File: src/rtl/struct_s2_serializer_if.sv
// struct_s2_serializer_if: record-in / byte-out handshake bundle for the s2 serializer
interface struct_s2_serializer_if;
  logic [37:0] in_data;
  logic        in_valid;
  logic        in_ready;
  logic [7:0]  out_data;
  logic        out_valid;
  logic        out_ready;
  logic        out_last;
  logic [7:0]  frame_cnt;
  modport master (
    output in_data, in_valid, out_ready,
    input  in_ready, out_data, out_valid, out_last, frame_cnt
  );
  modport slave (
    input  in_data, in_valid, out_ready,
    output in_ready, out_data, out_valid, out_last, frame_cnt
  );
endinterface

File: src/rtl/struct_s2_serializer.sv
// struct_s2_serializer: captures a 38-bit s2 record and emits it as 5 bytes plus optional XOR checksum
module struct_s2_serializer #(
  parameter bit CSUM_EN   = 1'b1,
  parameter bit MSB_FIRST = 1'b1
) (
  input logic clk,
  input logic rst,
  struct_s2_serializer_if.slave s
);
  typedef enum logic [1:0] {IDLE, SEND, CSUM} state_t;
  state_t      state, state_n;
  logic [39:0] sr;
  logic [2:0]  idx;
  logic [7:0]  csum;
  logic [7:0]  cnt;
  logic [7:0]  cur;
  logic        acc;
  logic        cap;
  assign cur         = MSB_FIRST ? sr[39:32] : sr[7:0];
  assign acc         = s.out_valid && s.out_ready;
  assign cap         = s.in_valid && s.in_ready;
  assign s.in_ready  = state == IDLE;
  assign s.out_valid = state != IDLE;
  assign s.out_data  = state == SEND ? cur : state == CSUM ? csum : 8'h00;
  assign s.out_last  = state == CSUM || (state == SEND && idx == 3'd4 && !CSUM_EN);
  assign s.frame_cnt = cnt;
  always_comb begin
    state_n = state;
    if (state == IDLE && s.in_valid) state_n = SEND;
    else if (state == SEND && acc && idx == 3'd4) state_n = CSUM_EN ? CSUM : IDLE;
    else if (state == CSUM && acc) state_n = IDLE;
  end
  always_ff @(posedge clk) begin
    if (rst) begin
      state <= IDLE;
      sr    <= '0;
      idx   <= '0;
      csum  <= '0;
      cnt   <= '0;
    end else begin
      state <= state_n;
      if (cap) begin
        sr   <= {2'b00, s.in_data};
        idx  <= '0;
        csum <= '0;
      end else if (acc && state == SEND) begin
        sr   <= MSB_FIRST ? sr << 8 : sr >> 8;
        idx  <= idx + 3'd1;
        csum <= csum ^ cur;
      end
      if (acc && s.out_last) cnt <= cnt + 8'd1;
    end
  end
endmodule

File: src/flat_wrapper.sv
// flat-port wrapper written by rule: the top's interface ports become plain ports
module struct_s2_serializer_flat 
#(
  parameter bit CSUM_EN   = 1'b1,
  parameter bit MSB_FIRST = 1'b1
)
  (clk, rst, s_in_data, s_in_valid, s_out_ready, s_in_ready, s_out_data, s_out_valid, s_out_last, s_frame_cnt);
  struct_s2_serializer_if s_i ();
  input logic clk;
  input logic rst;
  input wire logic [$bits(s_i.in_data)-1:0] s_in_data;
  input wire logic [$bits(s_i.in_valid)-1:0] s_in_valid;
  input wire logic [$bits(s_i.out_ready)-1:0] s_out_ready;
  output wire logic [$bits(s_i.in_ready)-1:0] s_in_ready;
  output wire logic [$bits(s_i.out_data)-1:0] s_out_data;
  output wire logic [$bits(s_i.out_valid)-1:0] s_out_valid;
  output wire logic [$bits(s_i.out_last)-1:0] s_out_last;
  output wire logic [$bits(s_i.frame_cnt)-1:0] s_frame_cnt;
  assign s_i.in_data = s_in_data;
  assign s_i.in_valid = s_in_valid;
  assign s_i.out_ready = s_out_ready;
  assign s_in_ready = s_i.in_ready;
  assign s_out_data = s_i.out_data;
  assign s_out_valid = s_i.out_valid;
  assign s_out_last = s_i.out_last;
  assign s_frame_cnt = s_i.frame_cnt;
  struct_s2_serializer #(.CSUM_EN(CSUM_EN), .MSB_FIRST(MSB_FIRST)) u_core (.clk(clk), .rst(rst), .s(s_i));
endmodule
File: config.mk
export PLATFORM = sky130hd
export DESIGN_NAME = struct_s2_serializer_flat
export DESIGN_NICKNAME = d
export VERILOG_FILES = /design/src/rtl/struct_s2_serializer_if.sv /design/src/rtl/struct_s2_serializer.sv /design/src/flat_wrapper.sv
export SDC_FILE = /design/constraint.sdc
export NUM_CORES = 1
export LEC_CHECK = 0
export ABC_CLOCK_PERIOD_IN_PS = 1600
export BUFFER_PORTS_ARGS = -buffer_cell sky130_fd_sc_hd__buf_2
export CAP_MARGIN = 10
export CORE_ASPECT_RATIO = 0.5
export CORE_MARGIN = 2
export CORE_UTILIZATION = 40
export DETAILED_ROUTE_END_ITERATION = 10
export GPL_TIMING_DRIVEN = 0
export PLACE_DENSITY_LB_ADDON = 0.15
export SLEW_MARGIN = 15
export SYNTH_ARGS = -nofsm -noshare
export SYNTH_HDL_FRONTEND = slang
export SYNTH_SLANG_ARGS = --single-unit
File: constraint.sdc
create_clock -name clk -period 1.6 [get_ports clk]
set_input_delay 0.16 -clock clk [delete_from_list [all_inputs] [get_ports clk]]
set_output_delay 0.16 -clock clk [all_outputs]
set_load 0.01 [all_outputs]
# After elaboration in Yosys (flattened, before gate mapping)
# Cells that the tools add are included.
[classes]
n_addsub = 2
n_bitwise = 1
n_mux = 7
reduce_logical = 11
n_eq_ne = 3
[op_table]
columns = ["op", "n"]
rows = [
  ["2-to-1 mux 38 bit", 2],
  ["2-to-1 mux 8 bit", 2],
  ["adder 8 x 1 -> 8 bit, second input constant", 1],
  ["bitwise XOR 8 bit", 1],
  ["nonzero test 2 bit", 3],
  ["logical AND 1 bit", 5],
  ["2-to-1 mux 2 bit", 2],
  ["adder 3 x 1 -> 3 bit, second input constant", 1],
  ["equality test 3 bit, second input constant", 1],
  ["nonzero test 3 bit", 1],
  ["equality test 2 x 1 -> 1 bit, second input constant", 1],
  ["equality test 2 bit, second input constant", 1],
  ["logical NOT 2 bit", 1],
  ["OR reduction 2 bit", 1],
  ["2-to-1 mux 1 bit", 1],
]
[totals]
word_cells = 31
ff_bits = 61
out_inout_bits = 19

# Logic depth before layout (Yosys ltp)
# Gate-level depths: netlist of run 1.
[depth]
ltp_word = 6
ltp_mapped = 6
depth_no_buf = 5

# Worst setup path after synthesis of run 1
# Ideal clock, no wire load.
[synth_timing]
kind = "register to register"
from = "reg u_core.state[0]"
to = "reg u_core.sr[0]"
path_stages_with_launch = 7
arrival_time_ns = 1.235
n_path_buf = 3
setup_slack_ns = 0.233
cell_sequence = "dfxtp_1 -> buf_6 -> or3b_4 -> buf_6 -> buf_2 -> nand3_1 -> a21oi_1"
[synth_between]
elab_chain_len = 4
elab_cells_between_ends = 8
classes_between = "1 x eq/ne; 1 x mux; 6 x reduce/logical"
[synth_lines]
columns = ["item", "line", "source"]
rows = [
  ["start, declared", "struct_s2_serializer.sv:11", "state_t state, state_n;"],
  ["start signal, assigned", "struct_s2_serializer.sv:41", "state <= state_n;"],
  ["nonzero test 2 bit", "struct_s2_serializer.sv:23", "assign s.out_valid = state != IDLE;"],
  ["logical AND 1 bit", "struct_s2_serializer.sv:20", "assign acc = s.out_valid && s.out_ready;"],
  ["logical AND 1 bit", "struct_s2_serializer.sv:46", "end else if (acc && state == SEND) begin"],
  ["nonzero test 2 bit (no line)", "--", ""],
  ["end signal, assigned", "struct_s2_serializer.sv:43", "sr <= {2'b00, s.in_data};"],
  ["end signal, assigned", "struct_s2_serializer.sv:47", "sr <= MSB_FIRST ? sr << 8 : sr >> 8;"],
  ["end, declared", "struct_s2_serializer.sv:12", "logic [39:0] sr;"],
]
# Several ways; a longest one is shown, not always the timed one.
# A chain may end at the register's enable or synchronous reset.

# Final worst setup path of run 1
[layout_timing]
from = "reg u_core.state[0]"
to = "out s_out_data[4]"
[layout_between]
elab_chain_len = 3
elab_cells_between_ends = 4
classes_between = "2 x eq/ne; 2 x mux"
[layout_lines]
columns = ["item", "line", "source"]
rows = [
  ["equality test 2 bit", "struct_s2_serializer.sv:24", "assign s.out_data = state == SEND ? cur : state == CSUM ? csum : 8'h00;"],
  ["2-to-1 mux 8 bit", "struct_s2_serializer.sv:24", ""],
  ["2-to-1 mux 8 bit (*)", "struct_s2_serializer.sv:24", ""],
  ["end, declared", "flat_wrapper.sv:15", "output wire logic [$bits(s_i.out_data)-1:0] s_out_data;"],
]
# Every way passes the cells marked *; elsewhere a longest branch is shown, timed or not.

==> results.md, run 1 <==
* Worst-path clk slew at 0.05 ns
* Initial core utilization at 40.9%
* Final Util at 52.5%
* Row count at 21
* Hold Violations, Final at 0
* Hold endpoint: u_core.sr[0]$_SDFFE_PP0P_
* Longest Clk Path Bufs at 2
* Final Instance Area at 3480 um2
* TritonCTS buffer count at 9
* Share of cells above drive strength 1 at 28.9%
* Commonest cells after routing, fill and taps aside: 70 x buf_2, 60 x dfxtp_1, 50 x a21oi_1
* Final Critical Period at 1.53 ns
* Global-route wire length before repair at 11,700 um
* Actual slew at the worst max-slew pin at 0.641 ns
* Dpl hpwl at 5280 um
* CP startpoint: u_core.state[0]$_SDFFE_PP0P_
* GP Congestion at 0.777
* Compound-gate portion of the synthesized area at 25.4%
* PwrDens at 1130 nW/um2
* Initial DRC Count at 170
* Main flop type after synthesis: dfxtp_1
* Vias in the first global route at 2,445
* Mapped Area at 2710 um2
* Via count at 2,528
* Hold Crit Class: input port to flip-flop
* Number of synthesized register bits at 61
* Die area at 7480 um2
* Fin. max-slew vios at 0
* Lkg Pwr at 0.00137 uW
* Antenna diodes at 0
* Routed Antenna Nets at 0
* Pin count of the biggest net entering global routing at 11
* H-tree Lvls at 3
* Core ar. at 6620 um2
* Total congestion overflow at 0
* Worst Setup End Kind: primary output
* Path depth of the worst reg2reg path at 6
* Worst setup SP type: flip-flop
* Clk Latency, worst-skew pair at 0.32 ns
* Area after DPL at 3120 um2
* Reg2reg start: u_core.state[0]$_SDFFE_PP0P_
* Filler cell count at 645
* Initial antenna violation count at 0
* Root Driver: clkbuf_16
* Unique masters post-synth at 29
* Final nets at 431
* I/O pin cnt at 61
* IO buf count at 60
* Min-Delay Path Depth at 3
* Period utilization at 95.7%
* DRC Markers at 0
* Reg2reg end: u_core.csum[2]$_SDFFE_PP0P_
* WL per Instance at 14.9 um
* Post-synthesis simple-gate area fraction at 19.6%
* Post-route insts no fill at 483
* Fmax at 653 MHz
* Mux contribution to synthesized area at 0%
* Drt via density at 5.23
* Syn Area/Cell at 8.64 um2
* Worst VDD drop at 0.000645 V
* FF-to-FF setup slack at 0.10 ns
* Cells after DPL at 465
* RSZ-0062 raised after global routing: false
* Area Growth Syn to Fin at 28.5%
* Slew headroom at 57.3%
* Seq/Total Area, Yosys at 45.1%
* Clock Sinks at 61
* Maxcap violations at 0
* Syn nets at 358
* Ranking of synthesized cells by area: dfxtp_1 45%, a21oi_1 9.3%, a22oi_1 6.4%
* Synth top area share at 45.1%
* Post-synthesis xor/xnor area fraction at 0.971%
* Number of enable flip-flop cells after synthesis at 0
* Fin Hold WS at 0.0709 ns
* Hold_sp: s_in_data[0]
* Post-synth ARST share at 0%
* WS Path Type: flip-flop to primary output
* Die width at 120 um
* TritonRoute pass-1 iters at 4
* Arr. time, crit path at 1.37 ns
* Commonest non-fill, non-tap cell in the layout: buf_2
* Yosys Warn Count at 0
* CP Data Required Time at 1.44 ns
* Global-route usage over all layers at 19.7%
* Critical Path Fanout Max at 8
* Max Clock Skew at 0.00529 ns
* CTS tree: built
* Yosys top cell by area: dfxtp_1
* Setup TNS at 0 ns
* Combinational family with the most area after synthesis: compound AO/OA/AOI/OAI gates
* Hold buffer count at CTS at 0
* Syn Inst Count at 313
* Final WL at 7200 um
* Die H at 62.2 um
* Final setup violating endpoints at 0
* Adder-cell share of the synthesized area at 1.39%
* Status: finished clean
## report_power, final
part | switching, uW | leakage (uW) | internal (uW)
registers | 40.0 | 0.000499 | 1600
logic | 239 | 0.000733 | 177
clock network | 645 | 0.000143 | 1240
total | 924 | 0.00137 | 3010
## cell type report
cell class / instances / area, um2 / area share, %
Buffer: 28 / 185 / 5.33
Sequential cell: 61 / 1220 / 35.2
Tap cell: 92 / 115 / 3.31
Clock inverter: 4 / 47.5 / 1.37
Multi-Input combinational cell: 212 / 1300 / 37.4
Timing Repair Buffer: 62 / 313 / 9.00
Inverter: 12 / 45.0 / 1.30
Clock buffer: 12 / 246 / 7.09
## how the worst max path moves through the flow
stage / end / cells after the start
2_1_floorplan: u_core.sr[0]$_SDFFE_PP0P_ / 6
3_3_place_gp: u_core.sr[12]$_SDFFE_PP0P_ / 5
3_5_place_dp: u_core.sr[11]$_SDFFE_PP0P_ / 5
4_1_cts: s_out_data[2] / 5
5_1_grt: s_out_data[5] / 5
6_report: s_out_data[4] / 5
## registers in the layout, summed over array words and instances, names as in the netlist
register and flops:
u_core.sr 40, u_core.csum 8, u_core.idx 3, u_core.s.frame_cnt 8
u_core.state 2
## metrics by stage
| stage | power (uW) | worst slack, ns |
|---|---|---|
| after CTS | 3950 | -0.00978 |
| final | 3940 | 0.0680 |
| after detailed placement | 2070 | -0.0311 |
| after global routing | 4090 | 0.0111 |
| after floorplan | 1920 | 0.233 |
| after global placement | 2050 | 0.0930 |
## repair_timing
action | 4_1_cts | 5_1_grt
setup endpoints to repair | 10 | 26
resized for setup | 5 | 16
pin swaps | 2 | 1
cloned | 0 | 2
buffers inserted | 0 | 0
## routing by layer
metal  wire length [um]  vias to the layer above  GRT usage [%]  share of wire [%]
met1               3540                     1187           26.3                 49
met4                 80                        0           5.09                1.1
li1                   -                     1280              -                  -
met3                373                        8           7.26                5.2
met5                  0                        -              0                  0
met2               3210                       53           30.3                 45
## Yosys cell counts, types with 3 or more instances
library cell	count
nand2_1	32
buf_4	4
clkbuf_1	9
inv_1	12
buf_2	12
ha_1	3
a21oi_1	50
or3_1	12
a22o_1	8
nand3_1	33
a22oi_1	23
dfxtp_1	61
nor2_1	12
a311oi_2	7
o21ai_0	13
buf_6	3
## worst max-delay path: stages (launching register included)
cell     delay, ns
dfxtp_2       0.32
buf_6         0.13
nor2b_4       0.13
buf_6         0.13
a22o_1        0.22
buf_2         0.14
## cell families (layout without fill, tap and decap cells)
family          count (synthesis)  in the layout
xor+xnor                        3              3
simple gates                  102            102
flops                          61             61
buf+inv                        40            118
fa+ha+maj                       3              3
compound gates                104            104
(Power assumes the default switching activity.)
==> run 2, diff against run 1 <==
--- a/config.mk
+++ b/config.mk
@@ -9,12 +9,11 @@
 export BUFFER_PORTS_ARGS = -buffer_cell sky130_fd_sc_hd__buf_2
 export CAP_MARGIN = 10
 export CORE_ASPECT_RATIO = 0.5
-export CORE_MARGIN = 2
-export CORE_UTILIZATION = 40
+export CORE_UTILIZATION = 45
 export DETAILED_ROUTE_END_ITERATION = 10
 export GPL_TIMING_DRIVEN = 0
 export PLACE_DENSITY_LB_ADDON = 0.15
-export SLEW_MARGIN = 15
+export SLEW_MARGIN = 40
 export SYNTH_ARGS = -nofsm -noshare
 export SYNTH_HDL_FRONTEND = slang
 export SYNTH_SLANG_ARGS = --single-unit
==> results.md, run 2 (same netlist as run 1, synthesis figures left out) <==
* Final nets at 429 (-0.46%)
* Clk pwr share at 52.0% (+4.1 points)
* Critical Path Fanout Max at 10 (+2)
* Pin count of the biggest net entering global routing at 11 (unchanged)
* Worst Setup End Kind: primary output
* M1 GR Usage at 31.0% (+4.8 points)
* Period utilization at 96.9% (+1.2 points)
* Fin. max-slew vios at 0 (unchanged)
* Storage element area at 1220 um2 (-0.10%)
* Dpl hpwl at 5130 um (-3.0%)
* Final Critical Period at 1.55 ns (+0.0186 ns)
* Worst VDD drop at 0.000775 V (+20%)
* Setup TNS at 0 ns (unchanged)
* I/O pin cnt at 61 (unchanged)
* Root Driver: clkbuf_16
* Hold buffer count at CTS at 0 (unchanged)
* Routed Antenna Nets at 0 (unchanged)
* Area of the multi-input gates at 1300 um2 (-0.39%)
* Max Clock Skew at 0.00270 ns (-0.00259 ns)
* Maxcap violations at 0 (unchanged)
* Clk Latency, worst-skew pair at 0.32 ns (about the same)
* Filler cell count at 528 (-18%)
* Global Route met3 Usage at 7.78% (+0.51 points)
* PwrDens at 1230 nW/um2 (+8.3%)
* Total power at 4260 uW (+8.2%)
* Global-route wire length before repair at 11,600 um (-0.12%)
* Slew headroom at 57.4% (+0.17 points)
* Area Growth Syn to Fin at 28.4%
* Worst setup SP type: flip-flop
* Lkg Pwr at 0.00138 uW (+0.63%)
* TritonCTS buffer count at 9 (unchanged)
* Internal at 3330 uW (+10%)
* Placement Setup Slack at 0.0171 ns (+0.0482 ns)
* Longest Clk Path Bufs at 2 (unchanged)
* Global-route usage over all layers at 24.1% (+4.3 points)
* CTS tree: built
* Share of cells above drive strength 1 at 28.3% (-0.62 points)
* GP Congestion at 0.770 (-0.86%)
* Via count at 2,539 (+0.44%)
* Commonest cells after routing, fill and taps aside: 72 x buf_2, 61 x dfxtp_1, 50 x a21oi_1
* Total congestion overflow at 0 (unchanged)
* Area after DPL at 3100 um2 (-0.76%)
* WL per Instance at 15.4 um (+3.5%)
* GR Util met2 at 38.4% (+8.1 points)
* Final Instance Area at 3470 um2 (-0.11%)
* Reg power frac at 38.5% (-3.0 points)
* Final setup violating endpoints at 0 (unchanged)
* Top reg by flops: u_core.sr
* Sw Ratio at 21.9% (-1.6 points)
* Fmax at 645 MHz (-1.2%)
* Switching power at 933 uW (+1.0%)
* Row count at 19 (-9.5%)
* Core ar. at 5630 um2 (-15%)
* Comb pwr share at 9.5% (-1.1 points)
* Worst-path clk slew at 0.05 ns (about the same)
* Die width at 112 um (-7.2%)
* Vias in the first global route at 2,431 (-0.57%)
* WS Path Type: flip-flop to primary output
* Busiest grt layer: met2
* TritonRoute pass-1 iters at 8 (+4)
* Final WL at 7130 um (-1.0%)
* H-tree Lvls at 3 (unchanged)
* Clock Sinks at 61 (unchanged)
* Initial DRC Count at 165 (-2.9%)
* Die area at 6340 um2 (-15%)
* DRC Markers at 2 (+2)
* Hold Violations, Final at 0 (unchanged)
* Hold Crit Class: input port to flip-flop
* Arr. time, crit path at 1.39 ns (+0.02 ns)
* IO buf count at 60 (unchanged)
* Status: finished, violations left
* Drt via density at 5.50 (+5.0%)
* Die H at 56.8 um (-8.6%)
* Worst Slack Setup Final at 0.0494 ns (-0.0186 ns)
* Failing checks: DRC
* CP Data Required Time at 1.44 ns (about the same)
* Initial core utilization at 48.0% (+7.2 points)
* Largest register FFs at 40 (unchanged)
* Commonest non-fill, non-tap cell in the layout: buf_2
* Antenna diodes at 0 (unchanged)
* Actual slew at the worst max-slew pin at 0.638 ns (-0.00255 ns)
* Initial antenna violation count at 0 (unchanged)
run 2: cell count changes in the layout (fill, tap and decap cells not counted), sizes merged:
cell	previous run	this run
clkbuf	22	20
clkinv	2	1
clkinvlp	1	0
bufinv	1	3
run 2: final timing paths:
path	from	to	slack [ns]	cells after the start
max reg2reg	u_core.state[0]$_SDFFE_PP0P_	u_core.state[1]$_SDFFE_PP0P_	0.07	6
max	u_core.state[1]$_SDFFE_PP0P_	s_out_data[5]	0.05	5
min reg2reg	u_core.sr[30]$_SDFFE_PP0P_	u_core.sr[38]$_SDFFE_PP0P_	0.47	2
min	s_in_data[3]	u_core.sr[3]$_SDFFE_PP0P_	0.07	3
run 2: timing repair:
item / 4_1_cts / 5_1_grt
setup buffers: 0 / 1
resized for setup: 7 / 4
gates cloned: 0 / 0
pin swaps: 1 / 0
endpoints found under the setup margin: 10 / 34
endpoints found under the hold margin: 0 / 0
run 2: power by group through the flow:
stage / clock network (uW) / logic, uW / registers, uW
floorplan: 0 / 264 / 1650
global placement: 0 / 388 / 1660
detailed placement: 0 / 397 / 1670
CTS: 2230 / 401 / 1640
global route: 2320 / 447 / 1640
finish: 2220 / 404 / 1640
run 2: area by class of cell:
type	count	area share [%]
Buffer	27	4.86
Clock buffer	12	7.10
Clock inverter	4	2.74
Inverter	12	1.30
Multi-Input combinational cell	212	37.3
Sequential cell	61	35.2
Tap cell	73	2.63
Timing Repair Buffer	61	8.86
run 2: per-layer routing:
layer,share of wire (%),wire length [um]
met5,0,0
met4,0.56,40
met3,6.7,481
met2,45,3240
met1,47,3370
run 2: critical path: stages, from the launching register on:
cell and delay (ns):
dfxtp_1 0.30, buf_6 0.13, nor2b_2 0.15, clkbuf_8 0.16
a22o_1 0.18, buf_2 0.14
run 2: per-stage QoR:
| step | util, % | cells | hold WS [ns] |
|---|---|---|---|
| after floorplan | - | 313 | 0.296 |
| after global placement | 55.0 | 446 | 0.402 |
| after global routing | 61.6 | 462 | 0.0713 |
| after CTS | 61.4 | 462 | 0.0696 |
| final | 61.6 | 462 | 0.0737 |
| after detailed placement | 55.0 | 446 | 0.410 |
